**src/rtl/alu_seq_if.sv**
```systemverilog
// Handshake bundle between the CPU control path and the sequential ALU.
// The slave side is the ALU; the master side is the issuing/consuming stage.
interface alu_seq_if #(
    parameter int WIDTH = 32
);
    logic             in_valid;
    logic             in_ready;
    logic [WIDTH-1:0] a;
    logic [WIDTH-1:0] b;
    logic [3:0]       aluop;
    logic             out_valid;
    logic             out_ready;
    logic [WIDTH-1:0] c;
    logic             zero;
    logic             overflow;

    modport master (
        output in_valid, a, b, aluop, out_ready,
        input  in_ready, out_valid, c, zero, overflow
    );

    modport slave (
        input  in_valid, a, b, aluop, out_ready,
        output in_ready, out_valid, c, zero, overflow
    );
endinterface

```
**src/rtl/alu_seq.sv**
```systemverilog
// Registered, handshaked ALU: single-cycle logic/arith ops plus iterative
// unsigned multiply (shift-add) and divide/remainder (restoring).
module alu_seq #(
    parameter int WIDTH = 32,
    parameter int CNT_W = $clog2(WIDTH) + 1
) (
    input  logic clk,
    input  logic rst_n,
    alu_seq_if.slave bus
);
    localparam logic [1:0] IDLE = 2'd0;
    localparam logic [1:0] BUSY = 2'd1;
    localparam logic [1:0] DONE = 2'd2;

    localparam logic [3:0] OP_ADD  = 4'b0000;
    localparam logic [3:0] OP_SUB  = 4'b0001;
    localparam logic [3:0] OP_AND  = 4'b0010;
    localparam logic [3:0] OP_OR   = 4'b0011;
    localparam logic [3:0] OP_SLT  = 4'b0100;
    localparam logic [3:0] OP_LUI  = 4'b0101;
    localparam logic [3:0] OP_EQB  = 4'b0110;
    localparam logic [3:0] OP_MULU = 4'b1000;
    localparam logic [3:0] OP_DIVU = 4'b1001;
    localparam logic [3:0] OP_REMU = 4'b1010;

    logic [1:0]       state_q, state_d;
    logic [WIDTH-1:0] c_q, c_d;
    logic             zero_q, zero_d;
    logic             ovf_q, ovf_d;
    logic [WIDTH-1:0] acc_q, acc_d;   // product, or partial remainder
    logic [WIDTH-1:0] opa_q, opa_d;   // shifting multiplicand, or dividend/quotient
    logic [WIDTH-1:0] opb_q, opb_d;   // shifting multiplier, or fixed divisor
    logic [3:0]       op_q, op_d;
    logic [CNT_W-1:0] cnt_q, cnt_d;

    logic [WIDTH-1:0] sum, dif, res;
    logic             res_ovf, iter_op;
    logic [WIDTH-1:0] mul_acc, mul_opa, mul_opb;
    logic [WIDTH:0]   div_shift;
    logic [WIDTH+1:0] div_trial;
    logic             div_ge;
    logic [WIDTH-1:0] div_acc, div_quo, step_res;

    // Single-cycle datapath on the live bus operands
    always_comb begin
        sum     = bus.a + bus.b;
        dif     = bus.a - bus.b;
        res     = bus.b;
        res_ovf = 1'b0;
        iter_op = (bus.aluop == OP_MULU) || (bus.aluop == OP_DIVU) ||
                  (bus.aluop == OP_REMU);
        case (bus.aluop)
            OP_ADD: begin
                res     = sum;
                res_ovf = (bus.a[WIDTH-1] == bus.b[WIDTH-1]) &&
                          (sum[WIDTH-1] != bus.a[WIDTH-1]);
            end
            OP_SUB: begin
                res     = dif;
                res_ovf = (bus.a[WIDTH-1] != bus.b[WIDTH-1]) &&
                          (dif[WIDTH-1] != bus.a[WIDTH-1]);
            end
            OP_AND:  res = bus.a & bus.b;
            OP_OR:   res = bus.a | bus.b;
            OP_SLT:  res = {{(WIDTH-1){1'b0}}, ($signed(bus.a) < $signed(bus.b))};
            OP_LUI:  res = bus.b << (WIDTH/2);
            OP_EQB:  res = bus.b;
            default: res = bus.b;
        endcase
    end

    // One iteration step; divide by zero falls out naturally (quotient all
    // ones, remainder equals dividend) because every trial subtract succeeds.
    always_comb begin
        mul_acc   = acc_q + (opb_q[0] ? opa_q : '0);
        mul_opa   = opa_q << 1;
        mul_opb   = opb_q >> 1;
        div_shift = {acc_q, opa_q[WIDTH-1]};
        div_trial = {1'b0, div_shift} - {2'b00, opb_q};
        div_ge    = ~div_trial[WIDTH+1];
        div_acc   = div_ge ? div_trial[WIDTH-1:0] : div_shift[WIDTH-1:0];
        div_quo   = {opa_q[WIDTH-2:0], div_ge};
        case (op_q)
            OP_MULU: step_res = mul_acc;
            OP_DIVU: step_res = div_quo;
            default: step_res = div_acc;
        endcase
    end

    always_comb begin
        state_d = state_q;
        c_d     = c_q;
        zero_d  = zero_q;
        ovf_d   = ovf_q;
        acc_d   = acc_q;
        opa_d   = opa_q;
        opb_d   = opb_q;
        op_d    = op_q;
        cnt_d   = cnt_q;
        case (state_q)
            IDLE: begin
                if (bus.in_valid) begin
                    op_d = bus.aluop;
                    if (iter_op) begin
                        acc_d   = '0;
                        opa_d   = bus.a;
                        opb_d   = bus.b;
                        cnt_d   = CNT_W'(WIDTH);
                        state_d = BUSY;
                    end else begin
                        c_d     = res;
                        zero_d  = (res == '0);
                        ovf_d   = res_ovf;
                        state_d = DONE;
                    end
                end
            end
            BUSY: begin
                cnt_d = cnt_q - CNT_W'(1);
                if (op_q == OP_MULU) begin
                    acc_d = mul_acc;
                    opa_d = mul_opa;
                    opb_d = mul_opb;
                end else begin
                    acc_d = div_acc;
                    opa_d = div_quo;
                end
                if (cnt_q == CNT_W'(1)) begin
                    c_d     = step_res;
                    zero_d  = (step_res == '0);
                    ovf_d   = 1'b0;
                    state_d = DONE;
                end
            end
            DONE: begin
                if (bus.out_ready) state_d = IDLE;
            end
            default: state_d = IDLE;
        endcase
    end

    always_ff @(posedge clk or negedge rst_n) begin
        if (!rst_n) begin
            state_q <= IDLE;
            c_q     <= '0;
            zero_q  <= 1'b0;
            ovf_q   <= 1'b0;
            acc_q   <= '0;
            opa_q   <= '0;
            opb_q   <= '0;
            op_q    <= '0;
            cnt_q   <= '0;
        end else begin
            state_q <= state_d;
            c_q     <= c_d;
            zero_q  <= zero_d;
            ovf_q   <= ovf_d;
            acc_q   <= acc_d;
            opa_q   <= opa_d;
            opb_q   <= opb_d;
            op_q    <= op_d;
            cnt_q   <= cnt_d;
        end
    end

    assign bus.in_ready  = (state_q == IDLE);
    assign bus.out_valid = (state_q == DONE);
    assign bus.c         = c_q;
    assign bus.zero      = zero_q;
    assign bus.overflow  = ovf_q;
endmodule
```
**src/flat_wrapper.sv**
```systemverilog
// flat-port wrapper written by rule: the top's interface ports become plain ports
module alu_seq_flat 
#(
    parameter int WIDTH = 32,
    parameter int CNT_W = $clog2(WIDTH) + 1
)
  (clk, rst_n, bus_in_valid, bus_a, bus_b, bus_aluop, bus_out_ready, bus_in_ready, bus_out_valid, bus_c, bus_zero, bus_overflow);
  alu_seq_if #(.WIDTH(WIDTH)) bus_i ();
  input  logic clk;
  input  logic rst_n;
  input wire logic [$bits(bus_i.in_valid)-1:0] bus_in_valid;
  input wire logic [$bits(bus_i.a)-1:0] bus_a;
  input wire logic [$bits(bus_i.b)-1:0] bus_b;
  input wire logic [$bits(bus_i.aluop)-1:0] bus_aluop;
  input wire logic [$bits(bus_i.out_ready)-1:0] bus_out_ready;
  output wire logic [$bits(bus_i.in_ready)-1:0] bus_in_ready;
  output wire logic [$bits(bus_i.out_valid)-1:0] bus_out_valid;
  output wire logic [$bits(bus_i.c)-1:0] bus_c;
  output wire logic [$bits(bus_i.zero)-1:0] bus_zero;
  output wire logic [$bits(bus_i.overflow)-1:0] bus_overflow;
  assign bus_i.in_valid = bus_in_valid;
  assign bus_i.a = bus_a;
  assign bus_i.b = bus_b;
  assign bus_i.aluop = bus_aluop;
  assign bus_i.out_ready = bus_out_ready;
  assign bus_in_ready = bus_i.in_ready;
  assign bus_out_valid = bus_i.out_valid;
  assign bus_c = bus_i.c;
  assign bus_zero = bus_i.zero;
  assign bus_overflow = bus_i.overflow;
  alu_seq #(.WIDTH(WIDTH), .CNT_W(CNT_W)) u_core (.clk(clk), .rst_n(rst_n), .bus(bus_i));
endmodule
```
**config.mk**
```make
export PLATFORM = sky130hd
export DESIGN_NAME = alu_seq_flat
export DESIGN_NICKNAME = d
export VERILOG_FILES = /design/src/rtl/alu_seq_if.sv /design/src/rtl/alu_seq.sv /design/src/flat_wrapper.sv
export SDC_FILE = /design/constraint.sdc
export NUM_CORES = 1
export LEC_CHECK = 0
export ABC_AREA = 1
export CAP_MARGIN = 40
export CORE_ASPECT_RATIO = 0.75
export CORE_MARGIN = 2
export CORE_UTILIZATION = 60
export DETAILED_ROUTE_END_ITERATION = 16
export DONT_BUFFER_PORTS = 1
export GPL_TIMING_DRIVEN = 1
export PLACE_DENSITY_LB_ADDON = 0.3
export SKIP_LAST_GASP = 1
export SLEW_MARGIN = 20
export SYNTH_ARGS = -nofsm -noshare
export SYNTH_HDL_FRONTEND = slang
export SYNTH_SLANG_ARGS = --single-unit
```
**constraint.sdc**
```tcl
create_clock -name clk -period 6.6 [get_ports clk]
set_input_delay 1.65 -clock clk [delete_from_list [all_inputs] [get_ports clk]]
set_output_delay 1.65 -clock clk [all_outputs]
set_load 0.02 [all_outputs]
```
==> qor.yml <==
detailed_routing:
  avgRoutedWirePerCell_um: 22.05
  vias_per_cell: 6.298
  routed-via-count: 22810
  detailroute.wirelength.met2_mm: 30.60
  drt_pass_1_iters: 7
  wl_met1_mm: 31.10
  drt.antenna.violating_nets: 0
  routed_wl_mm: 79.87
  drcViolationCount: 0
  routed-wl-met3_mm: 14.12
  maxUsedRoutingLayer: "met5"
  violation_count_after_the_first_detailed_route_iteration: 3680
power:
  ir_drop_mv: 0.3365
  static-leakage-power_nw: 11.00
  p_total_mw: 8.870
  power.density_cell_area_nw_per_um2: 447.0
cells_and_area:
  drive_gt1_share_pct: 2.800
  area_growth_syn_to_layout_pct: 4.992
  layout.nets: 3456
  nFillCells: 2979
  layoutNonFillerInstCount: 3622
  post-route-util_pct: 63.78
yosys:
  yosys.cell_types.count: 55
  async_reset_ff_share_pct: 100.0
  yosys_warnings: 0
  seq_area_frac_synth_pct: 18.80
  synth.ff_latch_count: 142
  edff_count_synth: 0
  postSynth.topFlopCell: "sky130_fd_sc_hd__dfrtp_1"
  syn-cell-area_sq_um: 18900
  syn_nets: 3515
  synth_cells: 3260
  avgSynthCellArea_sq_um: 5.797
cts:
  clk_latency_ns: 0.45
  cts-buffers-inserted: 17
  post_cts_hold_buffer_count: 0
  buffer_cell_driving_the_clock_tree_root: "sky130_fd_sc_hd__clkbuf_16"
  h-tree-depth: 4
  tritoncts: "yes"
  clock_edge_transition_at_the_registers_on_the_reported_setup_and_hold_paths_ns: 0.06
  postCtsResizedCells: 0
  post_cts_buffers: 0
  clock_path_buffers: 2
  clk_sink_count: 142
timing:
  timing_worst_slew_pin_value_ns: 0.8738
  report.final.hold_viol_count: 0
  min_period_over_period_pct: 70.90
  final.min_clock_period_ns: 4.679
  smallest_setup_slack_after_layout_ns: 1.921
  final.setup.tns_ns: 0
  setup_viol: 0
  fmax_mhz: 213.7
  fin_skew_ns: 0.01163
  grt_setup_unrepaired: "false"
  drv_slew: 0
  slew_headroom_pct: 41.68
floorplan:
  start_util_pct: 60.75
  row_count: 56
  chipWidth_um: 208.9
  die_area_sq_um: 32950
  die_h_um: 157.7
  design.core.area_sq_um: 31110
  floorplan.io_pins: 108
min_path:
  hold_path_class: "reg2reg"
job:
  max_cap_viol_count: 0
worst_setup_path:
  crit_start_category: "input port"
  critical_path_arrival_ns: 5.03
  cp-end-kind: "flip-flop"
  crit_fanout: 43
  worstSetupPathType: "in2reg"
  worst_ep_required_time_ns: 6.95
outcome:
  outcome: "finished, final reports clean"
global_routing:
  vias_in_the_first_global_route: 20440
  antenna_found_initial: 4
  largest_net_degree_at_the_start_of_global_routing: 143
  grt_use_total_pct: 47.43
  grt.overflow.total: 0
  grt_pass1_wl_mm: 118.4
placement:
  place_ws_ns: 1.776
  port-buffer-count: 0
  placed_cells_incl_taps: 3585
  dpl.hpwl_mm: 63.05
  globalplace.congestion: 1.090
flip-flops by register name, summed over array words and instances (netlist names):
name,count
u_core.acc_q,32
u_core.bus.c,32
u_core.opa_q,32
u_core.opb_q,32
u_core.cnt_q,6
u_core.op_q,4
u_core.state_q,2
u_core.bus.overflow,1
u_core.bus.zero,1
cell type report:
class	count	area, sq um	area share (%)
antenna	2	5.005	0.02522
inverter	586	2200	11.09
timing repair buffer	22	244.0	1.230
clock buffer	23	467.9	2.358
tap	406	508.0	2.560
sequential	142	3553	17.91
multi-input combinational	2432	12710	64.04
clock inverter	9	157.7	0.7945
routing by layer:
layer	track usage, %	vias up
met4	21.02	2
met3	21.74	323
met1	62.14	10310
li1	-	10330
met5	0	-
met2	66.41	1850
final timing paths:
kind,start,to,slack (ns),cells past startpoint
hold reg to reg,u_core.op_q[2]$_DFFE_PN0P_,u_core.op_q[2]$_DFFE_PN0P_,0.54,2
hold / removal,u_core.op_q[2]$_DFFE_PN0P_,u_core.op_q[2]$_DFFE_PN0P_,0.54,2
min in group asynchronous,rst_n,u_core.cnt_q[0]$_DFFE_PN0P_,0.89,0
max in group asynchronous,rst_n,u_core.acc_q[26]$_DFFE_PN0P_,5.43,0
setup / recovery,bus_aluop[2],u_core.opb_q[26]$_DFFE_PN0P_,1.92,11
setup reg to reg,u_core.state_q[1]$_DFFE_PN0P_,u_core.opb_q[26]$_DFFE_PN0P_,2.11,11
synth_stat cells, types with 3 or more instances:
master / n / area (sq um)
sky130_fd_sc_hd__clkbuf_1: 55 / 206.5
sky130_fd_sc_hd__a22oi_1: 26 / 195.2
sky130_fd_sc_hd__a211oi_1: 6 / 45.04
sky130_fd_sc_hd__o21ai_0: 145 / 725.7
sky130_fd_sc_hd__a31oi_1: 5 / 31.28
sky130_fd_sc_hd__nor4_1: 5 / 31.28
sky130_fd_sc_hd__nand2_2: 8 / 50.05
sky130_fd_sc_hd__a221oi_1: 7 / 61.31
sky130_fd_sc_hd__fa_1: 4 / 80.08
sky130_fd_sc_hd__buf_6: 5 / 56.30
sky130_fd_sc_hd__inv_1: 572 / 2147
sky130_fd_sc_hd__xor2_1: 10 / 87.58
sky130_fd_sc_hd__o211ai_1: 48 / 360.4
sky130_fd_sc_hd__a21boi_0: 5 / 37.54
sky130_fd_sc_hd__nor2_2: 4 / 25.02
sky130_fd_sc_hd__nor3_1: 24 / 120.1
sky130_fd_sc_hd__o221ai_1: 35 / 306.5
sky130_fd_sc_hd__a21o_1: 4 / 30.03
sky130_fd_sc_hd__clkinv_1: 4 / 15.01
sky130_fd_sc_hd__nand3b_1: 17 / 127.6
sky130_fd_sc_hd__o21a_1: 3 / 22.52
sky130_fd_sc_hd__o22ai_1: 21 / 131.4
sky130_fd_sc_hd__a21oi_1: 149 / 745.7
sky130_fd_sc_hd__and2_1: 6 / 37.54
sky130_fd_sc_hd__nand4_1: 50 / 312.8
sky130_fd_sc_hd__o21ai_1: 7 / 35.03
sky130_fd_sc_hd__inv_2: 10 / 37.54
sky130_fd_sc_hd__nor2_1: 273 / 1025
sky130_fd_sc_hd__or2_2: 5 / 31.28
sky130_fd_sc_hd__o21bai_1: 15 / 112.6
sky130_fd_sc_hd__xnor2_1: 6 / 52.55
sky130_fd_sc_hd__nand3_1: 305 / 1526
sky130_fd_sc_hd__dfrtp_1: 142 / 3553
sky130_fd_sc_hd__nand2_1: 1040 / 3904
sky130_fd_sc_hd__buf_1: 5 / 18.77
sky130_fd_sc_hd__ha_1: 179 / 2240
sky130_fd_sc_hd__buf_2: 34 / 170.2
report_power, final:
group	total [mW]	internal, mW	leakage, nW	switching (mW)
Clock	1.06	0.654	0.298	0.406
Combinational	6.07	1.83	8.90	4.24
Sequential	1.74	1.25	1.80	0.489
cells in the final DEF, fill, tap and decap left out, drive strengths merged, types with 2 or more instances in the layout:
master and count:
nor2 278, o21a 3, clkinvlp 2, inv 583
a31oi 5, a21o 4, or2 6, clkbuf 23
o221ai 35, nand4 50, and2 8, a21oi 152
diode 2, ha 179, nand3b 17, fa 4
o21bai 16, xor2 10, xnor2 6, buf 22
o22ai 21, o21ai 152, a21boi 5, o31ai 2
dfrtp 142, nand3 306, nor3 25, clkinv 6
a211oi 6, nand2 1050, o211ai 48, bufinv 4
nor4 5, a221oi 7, a22oi 26
metrics by stage:
step	area [sq um]	hold WS, ns
finish	19840	0.5384
global route	19840	0.5539
CTS	19800	0.5158
detailed placement	19170	0.5026
global placement	19070	0.4797
floorplan	18900	0.4543
kinds of logic after synthesis:
logic type / share of synthesized area [%]
buffers and inverters: 14.07
AOI/OAI and AO/OA: 15.59
adders and majority gates: 12.27
and+or+nand+nor: 38.52
DFF: 18.80
xor gates and xnor gates: 0.7415
critical path: stages:
cell and delay [ns]:
sky130_fd_sc_hd__inv_1 0.10, sky130_fd_sc_hd__nand3_1 0.17, sky130_fd_sc_hd__nor2_4 0.55, sky130_fd_sc_hd__inv_1 0.60, sky130_fd_sc_hd__nand2_1 0.25, sky130_fd_sc_hd__buf_4 0.45, sky130_fd_sc_hd__clkinv_1 0.24, sky130_fd_sc_hd__nor2_4 0.42
sky130_fd_sc_hd__buf_12 0.26, sky130_fd_sc_hd__o211ai_1 0.15, sky130_fd_sc_hd__o21ai_0 0.13
Power figures use the tool's default switching activity.
==> RTL edit: new RTL, config.mk and constraints unchanged <==
`opb_q` no longer has a reset.
--- a/src/rtl/alu_seq.sv
+++ b/src/rtl/alu_seq.sv
@@ -148,5 +148,4 @@
             acc_q   <= '0;
             opa_q   <= '0;
-            opb_q   <= '0;
             op_q    <= '0;
             cnt_q   <= '0;
@@ -158,8 +157,11 @@
             acc_q   <= acc_d;
             opa_q   <= opa_d;
-            opb_q   <= opb_d;
             op_q    <= op_d;
             cnt_q   <= cnt_d;
         end
+    end
+
+    always_ff @(posedge clk) begin
+        opb_q <= opb_d;
     end
 
Behaviour: no difference found for any inputs over 4 cycles, from zero or initial values and one cycle with rst_n low; that may be too few to reach the edited logic, so the function may still have changed.
==> RTL edit against the original RTL <==
Utilization about the same; hold slack worse by 0.035 ns; combinational power is 12% higher; routed wire length is 5.3% higher; sequential share of layout area grew 0.72 points; sequential cell count did not move; worst setup slack lost 0.043 ns; critical path depth shrank 2; power grew 9.7%; design area is 0.47% higher; synthesized area is 0.81% higher; global-route usage rose by 2.0 points; largest cell class unchanged.
==> RTL edit: results (changes against the original RTL) <==
[pwr]
peakVddDrop_uv=391  ; +16%
p_leak_nw=11.5  ; +4.1%
p_int_w=0.00386  ; +3.3%
finalPower_w=0.00973  ; +9.7%
p_clk_w=0.000983  ; -7%
pg_comb_w=0.00678  ; +12%

[route]
dr.pass1.iters=8  ; +1
route.met2.wl_microns=31900  ; +4.3%
wl_met1_microns=32400  ; +4.2%
dr_wl_met3_microns=14900  ; +5.8%
avgViaCountPerCell=6.25  ; -0.82%
first_iter_violations=4070  ; +11%
drt_wl_total_microns=84100  ; +5.3%
routed.top_layer=met5

[grt]
grt_util_all_layers=0.495  ; +0.0203
grt_pass1_vias=20300  ; -0.82%
grt_max_degree=111  ; -22%
grt_pass1_wl_microns=122000  ; +2.8%
use_met1=0.651  ; +0.0298
grt_util_met3=0.215  ; -0.00262
met2_usage=0.694  ; +0.0294
antenna_found_initial=5  ; +1

[finish]
drive_above_1_share=0.0285  ; +0.000448
nNetsFinal=3546  ; +2.6%
num-fill-cells=3014  ; +1.2%
utilization=0.638  ; about the same
final_cells=3714  ; +2.5%

[sta]
holdWs_ns=0.504  ; -0.0349 ns
timing.fmax_mhz=212  ; -0.92%
finClkSkew_ns=0.0175  ; +0.00592 ns
worst_pin_slew_ns=0.947  ; +0.0732 ns

[logic_synthesis]
synthArstFlopShare=0.775  ; -0.225
syn_avg_cell_area_sq_um=5.71  ; -1.6%
yosysSeqAreaShare=0.195  ; +0.00689
synthTopCellsByCount=nand2_1, inv_1, nor2_1, nand3_1, ha_1
syn_nets=3594  ; +2.2%
synth_top_area_share=0.238  ; +0.0312
synth_area_leaders=nand2_1, dfrtp_1, inv_1
synth_edf_count=32  ; +32
synth_cell_type_count=51  ; -7.3%

[critical_path]
crit_fanout=35  ; -19%
r2r-end=u_core.bus.c[4]
r2r_slack_ns=2.03  ; -0.08 ns
critPathMaxStageDelay_ns=0.63  ; +0.03 ns
slowest_stage=clkinv_1
reg2reg_depth=10  ; -1
cp_data_arrival_time_ns=5.07  ; +0.04 ns

[worst_hold_path]
worstHoldPathType=flop to flop
whs_endpoint=u_core.op_q[3]
min_from=u_core.op_q[3]

[placement]
place_area_sq_um=19400  ; +0.97%
place.gp.congestion=1.11  ; +1.9%
pre_cts_slack_ns=1.84  ; +0.0623 ns
dp_hpwl_microns=67100  ; +6.4%

[clock_network]
clk_pin_slew_ns=0.08  ; +0.02 ns
worst_skew_pair.late_latency_ns=0.47  ; +0.02 ns

[outcome]
outcome=finished, final reports clean

[RTL edit: cell types whose count changed after synthesis, moves of 7 or more]
cell / unedited run / this run
nand2_1: 1040 / 1207
inv_1: 572 / 609
nand3_1: 305 / 268
dfrtp_1: 142 / 110
edfxtp_1: 0 / 32
a21oi_1: 149 / 124
o211ai_1: 48 / 28
o221ai_1: 35 / 16
buf_2: 34 / 17
o21ai_0: 145 / 129
o21ai_1: 7 / 16
nor2_1: 273 / 280
[RTL edit: cell families after synthesis]
logic type / synth area share
buffers and inverters: 0.143
adders and majority gates: 0.122
and+or+nand+nor: 0.404
DFF: 0.195
xor gates and xnor gates: 0.00781
AOI/OAI and AO/OA: 0.128
[RTL edit: final cells by class]
class / instances / share of cell area
well taps: 406 / 0.0255
flip-flops and latches: 142 / 0.186
clock inverters: 15 / 0.00709
diodes: 4 / 0.000502
repair buffers: 19 / 0.00828
multi-input cells: 2486 / 0.633
clock buffers: 17 / 0.0213
inverters: 625 / 0.118
